$ cat src/rtl/axi4_pkg.sv
// Shared AXI4 encodings and the burst-master state type.
package axi4_pkg;

  localparam logic [1:0] BURST_FIXED = 2'b00;
  localparam logic [1:0] BURST_INCR  = 2'b01;
  localparam logic [1:0] BURST_WRAP  = 2'b10;

  localparam logic [1:0] RESP_OKAY   = 2'b00;
  localparam logic [1:0] RESP_EXOKAY = 2'b01;
  localparam logic [1:0] RESP_SLVERR = 2'b10;
  localparam logic [1:0] RESP_DECERR = 2'b11;

  typedef enum logic [2:0] {
    ST_IDLE,
    ST_AR,
    ST_R,
    ST_AW_W,
    ST_B
  } mst_state_e;

endpackage

$ cat src/rtl/axi4_burst_master.sv
// Single-outstanding AXI4 initiator: INCR read bursts streamed back beat by beat,
// single-beat strobed writes, one response port shared by both.
module axi4_burst_master
  import axi4_pkg::*;
#(
  parameter logic [3:0] AXI_ID = 4'h0,
  parameter int         DATA_W = 32
) (
  input  logic                clock,
  input  logic                reset,

  input  logic                req_valid,
  output logic                req_ready,
  input  logic                req_write,
  input  logic [31:0]         req_addr,
  input  logic [7:0]          req_len,
  input  logic [2:0]          req_size,
  input  logic [DATA_W-1:0]   req_wdata,
  input  logic [DATA_W/8-1:0] req_wstrb,

  output logic                rsp_valid,
  input  logic                rsp_ready,
  output logic [DATA_W-1:0]   rsp_data,
  output logic                rsp_last,
  output logic                rsp_err,

  output logic                io_master_awvalid,
  input  logic                io_master_awready,
  output logic [31:0]         io_master_awaddr,
  output logic [3:0]          io_master_awid,
  output logic [7:0]          io_master_awlen,
  output logic [2:0]          io_master_awsize,
  output logic [1:0]          io_master_awburst,

  output logic                io_master_wvalid,
  input  logic                io_master_wready,
  output logic [DATA_W-1:0]   io_master_wdata,
  output logic [DATA_W/8-1:0] io_master_wstrb,
  output logic                io_master_wlast,

  output logic                io_master_bready,
  input  logic                io_master_bvalid,
  input  logic [1:0]          io_master_bresp,
  input  logic [3:0]          io_master_bid,

  output logic                io_master_arvalid,
  input  logic                io_master_arready,
  output logic [31:0]         io_master_araddr,
  output logic [3:0]          io_master_arid,
  output logic [7:0]          io_master_arlen,
  output logic [2:0]          io_master_arsize,
  output logic [1:0]          io_master_arburst,

  output logic                io_master_rready,
  input  logic                io_master_rvalid,
  input  logic [DATA_W-1:0]   io_master_rdata,
  input  logic [1:0]          io_master_rresp,
  input  logic                io_master_rlast,
  input  logic [3:0]          io_master_rid
);

  mst_state_e          state;
  logic                req_ready_q;
  logic                arvalid_q;
  logic                awvalid_q;
  logic                wvalid_q;
  logic [7:0]          beat_cnt;
  logic [7:0]          len_q;
  logic [2:0]          size_q;
  logic [31:0]         addr_q;
  logic [DATA_W-1:0]   wdata_q;
  logic [DATA_W/8-1:0] wstrb_q;

  logic final_beat;
  logic r_hs;
  logic b_hs;
  logic aw_done;
  logic w_done;

  assign final_beat = (beat_cnt == 8'd0);
  assign r_hs       = (state == ST_R) && io_master_rvalid && io_master_rready;
  assign b_hs       = (state == ST_B) && io_master_bvalid && io_master_bready;
  // A channel counts as done if it already handshook or is handshaking this cycle.
  assign aw_done    = !awvalid_q || io_master_awready;
  assign w_done     = !wvalid_q  || io_master_wready;

  // NOTE: sequential state uses non-blocking assignments so every flop samples pre-edge values.
  always_ff @(posedge clock or negedge reset) begin
    if (!reset) begin
      state       <= ST_IDLE;
      req_ready_q <= 1'b1;
      arvalid_q   <= 1'b0;
      awvalid_q   <= 1'b0;
      wvalid_q    <= 1'b0;
      beat_cnt    <= 8'd0;
    end else begin
      case (state)
        ST_IDLE: begin
          if (req_valid) begin
            req_ready_q <= 1'b0;
            if (req_write) begin
              state     <= ST_AW_W;
              awvalid_q <= 1'b1;
              wvalid_q  <= 1'b1;
              beat_cnt  <= 8'd0;
            end else begin
              state     <= ST_AR;
              arvalid_q <= 1'b1;
              beat_cnt  <= req_len;
            end
          end
        end
        ST_AR: begin
          if (io_master_arready) begin
            arvalid_q <= 1'b0;
            state     <= ST_R;
          end
        end
        ST_R: begin
          if (r_hs) begin
            if (final_beat) begin
              state       <= ST_IDLE;
              req_ready_q <= 1'b1;
            end else begin
              beat_cnt <= beat_cnt - 8'd1;
            end
          end
        end
        ST_AW_W: begin
          if (io_master_awready) awvalid_q <= 1'b0;
          if (io_master_wready)  wvalid_q  <= 1'b0;
          if (aw_done && w_done) state <= ST_B;
        end
        ST_B: begin
          if (b_hs) begin
            state       <= ST_IDLE;
            req_ready_q <= 1'b1;
          end
        end
        default: state <= ST_IDLE;
      endcase
    end
  end

  // NOTE: payload registers carry no reset; they are only observed after being loaded on accept.
  always_ff @(posedge clock) begin
    if (state == ST_IDLE && req_valid) begin
      addr_q  <= req_addr;
      len_q   <= req_len;
      size_q  <= req_size;
      wdata_q <= req_wdata;
      wstrb_q <= req_wstrb;
    end
  end

  // NOTE: every always_comb output gets a default first so no path can infer a latch.
  always_comb begin
    io_master_rready = 1'b0;
    io_master_bready = 1'b0;
    rsp_valid        = 1'b0;
    rsp_data         = '0;
    rsp_last         = 1'b0;
    rsp_err          = 1'b0;
    case (state)
      ST_R: begin
        io_master_rready = rsp_ready;
        rsp_valid        = io_master_rvalid;
        rsp_data         = io_master_rdata;
        rsp_last         = final_beat;
        rsp_err          = io_master_rvalid &&
                           ((io_master_rlast != final_beat) ||
                            (io_master_rid != AXI_ID) || io_master_rresp[1]);
      end
      ST_B: begin
        io_master_bready = rsp_ready;
        rsp_valid        = io_master_bvalid;
        rsp_last         = 1'b1;
        rsp_err          = io_master_bvalid &&
                           (io_master_bresp[1] || (io_master_bid != AXI_ID));
      end
      default: ;
    endcase
  end

  assign req_ready         = req_ready_q;

  assign io_master_awvalid = awvalid_q;
  assign io_master_awaddr  = addr_q;
  assign io_master_awid    = AXI_ID;
  assign io_master_awlen   = 8'd0;
  assign io_master_awsize  = size_q;
  assign io_master_awburst = BURST_INCR;

  assign io_master_wvalid  = wvalid_q;
  assign io_master_wdata   = wdata_q;
  assign io_master_wstrb   = wstrb_q;
  assign io_master_wlast   = 1'b1;

  assign io_master_arvalid = arvalid_q;
  assign io_master_araddr  = addr_q;
  assign io_master_arid    = AXI_ID;
  assign io_master_arlen   = len_q;
  assign io_master_arsize  = size_q;
  assign io_master_arburst = BURST_INCR;

endmodule

$ cat config.mk
export PLATFORM = sky130hd
export DESIGN_NAME = axi4_burst_master
export DESIGN_NICKNAME = d
export VERILOG_FILES = /design/src/rtl/axi4_pkg.sv /design/src/rtl/axi4_burst_master.sv
export SDC_FILE = /design/constraint.sdc
export NUM_CORES = 1
export LEC_CHECK = 0
export CAP_MARGIN = 25
export CORE_AREA = 2 2 120 122
export DETAILED_ROUTE_END_ITERATION = 7
export DIE_AREA = 0 0 122 124
export GPL_TIMING_DRIVEN = 0
export PLACE_DENSITY = 0.8
export SKIP_CTS_REPAIR_TIMING = 1
export SYNTH_ARGS = -nofsm -noshare
export SYNTH_HDL_FRONTEND = slang
export SYNTH_SLANG_ARGS = --single-unit
$ cat constraint.sdc
create_clock -name clock -period 9.6 [get_ports clock]
set_clock_uncertainty 0.1 [all_clocks]
set_input_delay 1.92 -clock clock [delete_from_list [all_inputs] [get_ports clock]]
set_output_delay 1.92 -clock clock [all_outputs]
set_load 0.01 [all_outputs]
# Yosys cells after proc, flatten, opt, wreduce, memory -nomap -nowiden
# Index checks and enable logic that the tools add are counted.
dict set report classes {
  add_sub_neg 1
  n_eq_ne 16
  n_mux 34
  reduce_logical 29
}
# op count
set ops {}
lappend ops {{$mux 32} 1}
lappend ops {{$mux 8} 4}
lappend ops {{$ne 2x2->1 const B} 11}
lappend ops {{$mux 3} 6}
lappend ops {{$pmux 8 s2} 1}
lappend ops {{$reduce_and 4->1} 4}
lappend ops {{$pmux 3 s5} 1}
lappend ops {{$mux 1} 13}
lappend ops {{$pmux 1 s2} 6}
lappend ops {{$logic_and 1x1->1} 8}
lappend ops {{$logic_not 8->1} 1}
lappend ops {{$reduce_bool 4->1} 2}
lappend ops {{$sub 8x1->8 const B} 1}
lappend ops {{$eq 3x2->1 const B} 2}
lappend ops {{$reduce_and 6->1} 1}
lappend ops {{$reduce_bool 2->1} 3}
lappend ops {{$logic_or 1x1->1} 5}
lappend ops {{$reduce_and 5->1} 1}
lappend ops {{$eq 3x1->1 const B} 1}
lappend ops {{$eq 3x3->1 const B} 1}
lappend ops {{$logic_not 3->1} 1}
lappend ops {{$pmux 1 s3} 1}
lappend ops {{$reduce_bool 3->1} 1}
lappend ops {{$logic_not 1->1} 2}
lappend ops {{2 further kinds} 2}
dict set report word_totals {
  ff_bits 94
  inputBits 134
  word_cells 91
}

# Logic depth before layout (Yosys ltp)
dict set report depth {
  word_depth 6
  depth_mapped 8
  depth_no_buf 6
}

# Worst setup path after synthesis
# OpenSTA, ideal clock, no wires.
dict set report synth_path {
  path_type {in2reg}
  from {in req_valid}
  to {reg awvalid_q, in the netlist io_master_awvalid}
  arrival_time_ns 8.201
  path_slack_ns 1.197
  stages 4
  path_buffers 0
  path_cell_list {nand2b_1 -> nor3_1 -> a21oi_1 -> a31oi_1}
}
dict set report synth_via {
  elab_chain_len 2
}
# element line
set synth_rtl {}
lappend synth_rtl {{start: declaration} axi4_burst_master.sv:12} ;# input logic req_valid,
lappend synth_rtl {{$ne 2x2->1 (no source line)} -}
lappend synth_rtl {{$reduce_and 4->1 (no source line)} -}
lappend synth_rtl {{end signal: assignment} axi4_burst_master.sv:93} ;# awvalid_q <= 1'b0;
lappend synth_rtl {{end signal: assignment} axi4_burst_master.sv:103} ;# awvalid_q <= 1'b1;
lappend synth_rtl {{end signal: assignment} axi4_burst_master.sv:130} ;# if (io_master_awready) awvalid_q <= 1'b0;
lappend synth_rtl {{end: declaration} axi4_burst_master.sv:65} ;# logic awvalid_q;
# Every way passes these cells.
# A chain may end at the register's enable or synchronous reset.

# Worst setup path in the final report
dict set report layout_path {
  from {in io_master_rid[1]}
  to {out rsp_err}
}
dict set report layout_via {
  elab_chain_len 5
}
# element line
set layout_rtl {}
lappend layout_rtl {{start: declaration} axi4_burst_master.sv:59} ;# input logic [3:0] io_master_rid
lappend layout_rtl {{$reduce_bool 4->1} axi4_burst_master.sv:172} ;# (io_master_rid != AXI_ID) || io_master_rresp[1]);
lappend layout_rtl {{$logic_or 1x1->1} axi4_burst_master.sv:171} ;# ((io_master_rlast != final_beat) ||
lappend layout_rtl {{$logic_or 1x1->1} axi4_burst_master.sv:172}
lappend layout_rtl {{$logic_and 1x1->1} axi4_burst_master.sv:170} ;# rsp_err = io_master_rvalid &&
lappend layout_rtl {{$pmux 1 s2} axi4_burst_master.sv:164} ;# case (state)
lappend layout_rtl {{end: declaration} axi4_burst_master.sv:25} ;# output logic rsp_err,
# Every way passes these cells.

==> metrics.yaml <==
status: "finished, final reports clean"
yosysSeqAreaShare: 0.673
cts_sinks: 94
synth_edf_count: 79
synth_fa_ha_area_frac: 0.00612
cp_top_family: "buffers and inverters"
drt-initial-drc-count: 266
grt_overflow: 0
synthArstFlopShare: 0.160
crit_slowest_cell: "or4_1"
diodes: 0
root_buffer: "clkbuf_16"
max_cap_viol_count: 0
drtAntennaViolNets: 0
min_path_type: "register to register"
fin_ws_ns: 3.96
place_congestion: 0.745
yosys.area_share.simple: 0.120
finalPower_uw: 1810
worst_pin_slew_ns: 0.819
synth_compound_area_frac: 0.0707
rsz0062_at_grt: "false"
grt_usage: 0.158
drc_errors: 0
post-place-ws_ns: 3.96
final_cell_mix: "clkdlybuf4s50_1, edfxtp_1, buf_4, and2_1, conb_1"
routed_wl_um: 12400
grt_pass1_wl_um: 17900
dr.pass1.iters: 6
dp_hpwl_um: 10500
finalSetupViolCount: 0
die_h_um: 124
slowest_delay_ns: 0.52
irDropWorstVdd_mv: 0.0908
path_clk_slew_ns: 0.07
start_util: 0.298
hp-start: "io_master_arvalid$_DFFE_PN0P_"
drv_slew: 0
post_synth_mux_area_share: 0.00367
crit_type: "input port to output port"
required_ns: 7.58
cp_num_buf_inv: 2
drive_gt1_frac: 0.143
finalHoldViolCount: 0
port_buffers: 286
p_leak_uw: 0.00293
htreeDepth: 3
min_period_ns: 5.64
yosys_warnings: 0
die_w_um: 122
wl_per_cell_um: 15.4
num_vias: 3430
dieArea_um2: 15100
grt_pass1_vias: 3503
area_delta_synth_final_pct: 87.1
coreArea_um2: 13700
cp-startpoint: "io_master_rid[1]"
critical_path_arrival_ns: 3.62
clk_path_buf_depth: 2
antenna_found_initial: 0
ioPinCount: 310
netlist_area_um2: 4090
critPathMaxFanout: 1
cts_tree: "yes"
ys_ff_latch: 94
cp-end-kind: "output port"
r2r-start: "beat_cnt[0]$_DFFE_PN0P_"
synth_top_family_by_area: "buffers and inverters"
avgSynthCellArea_um2: 13.8
synth_cells: 297
synth_xor_area_frac: 0
numCtsBuffers: 9
fmax_mhz: 177
slew_headroom: 0.453
rows: 43
cpMostUsedCell: "clkdlybuf4s50_1"
p_per_area_nw_per_um2: 237
critPathLaunchType: "input port"
grt_max_degree: 17
finish.utilization: 0.557
layout.nets: 756
synth_cell_types: 45
finalCritPeriodShare: 0.588
vias_per_cell: 4.27
final_common_cell: "clkdlybuf4s50_1"
ys.flop_type: "edfxtp_1"
path_cells: "clkdlybuf4s50_1, or4_1, a211oi_1, o21ai_0, clkdlybuf4s50_1"
clk_latency_ns: 0.33
## logic make-up (layout without fill, tap and decap cells)
| logic type | Yosys count | count (layout) |
|---|---|---|
| AOI/OAI and AO/OA | 45 | 45 |
| muxes | 1 | 1 |
| buffers and inverters | 73 | 381 |
| and+or+nand+nor | 80 | 80 |
| DFF | 94 | 94 |
| adders and majority gates | 2 | 2 |
| other | 2 | 21 |
## worst reg2reg max path, stage by stage, from the launching register on
cell,delay (ns)
dfrtp_1,0.41
inv_1,0.10
ha_1,0.15
nor3b_1,0.67
and3_1,0.24
buf_2,0.19
or2_1,0.14
buf_6,0.12
mux2_4,0.29
## synth_stat cells (2+ instances only)
library cell	count	area (um^2)
a211o_1	2	17.5
a21oi_1	13	65.1
a22oi_1	2	15.0
a31oi_1	5	31.3
a41oi_1	2	17.5
and2_1	33	206
and3_1	4	25.0
buf_4	56	420
buf_6	3	33.8
clkbuf_1	7	26.3
conb_1	2	7.51
dfrtp_1	14	350
edfxtp_1	79	2370
ha_1	2	25.0
inv_1	5	18.8
nand2_1	5	18.8
nand2b_1	8	50.1
nand3_1	6	30.0
nor2_1	8	30.0
nor3_1	4	20.0
o21ai_0	8	40.0
o31ai_1	5	37.5
or4_1	2	15.0
## stage by stage
step / hold WS [ns] / std cells / TNS [ns] / instance area [um^2]
after floorplan: 0.383 / 316 / 0 / 4160
after global placement: 0.407 / 782 / -119.64 / 7250
after detailed placement: 0.432 / 789 / 0 / 7330
after CTS: 0.453 / 804 / 0 / 7650
after global routing: 0.475 / 804 / 0 / 7650
final: 0.450 / 804 / 0 / 7650
## final cells by class
cell class | instances | area [um^2]
Fill cell | 1107 | 6070
Buffer | 68 | 490
Timing Repair Buffer | 293 | 2940
Clock buffer | 9 | 225
Multi-Input combinational cell | 149 | 905
Inverter | 5 | 18.8
Clock inverter | 6 | 92.6
Sequential cell | 94 | 2750
Tap cell | 180 | 225
## report_power, final
| group | internal [uW] | switching [uW] | leakage [uW] |
|---|---|---|---|
| sequential | 564 | 51.6 | 0.000919 |
| clock | 228 | 146 | 0.000149 |
| combinational | 454 | 364 | 0.00186 |
| total | 1250 | 562 | 0.00293 |
## worst paths after layout
kind	to	slack, ns	depth (start not counted)
min reg2reg	io_master_arvalid$_DFFE_PN0P_	0.45	2
min	io_master_arvalid$_DFFE_PN0P_	0.45	2
max reg2reg	beat_cnt[1]$_DFFE_PN0P_	7.06	8
max	rsp_err	3.96	5
max in group asynchronous	beat_cnt[6]$_DFFE_PN0P_	7.01	1
min in group asynchronous	io_master_awvalid$_DFFE_PN0P_	1.92	1
## sequential cells by signal, indices dropped and copies added, names as in the netlist
name               count
beat_cnt               8
io_master_araddr      32
io_master_arlen        8
io_master_arsize       3
io_master_arvalid      1
io_master_awvalid      1
io_master_wdata       32
io_master_wstrb        4
io_master_wvalid       1
req_ready              1
state                  3
## metal layers
layer / vias to the layer above / GRT usage / share of wire
met5: - / 0 / 0
met3: 14 / 0.0508 / 0.093
met2: 217 / 0.313 / 0.56
met4: 0 / 0.0589 / 0.020
li1: 1637 / - / -
met1: 1562 / 0.151 / 0.33
(Power assumes the default switching activity.)
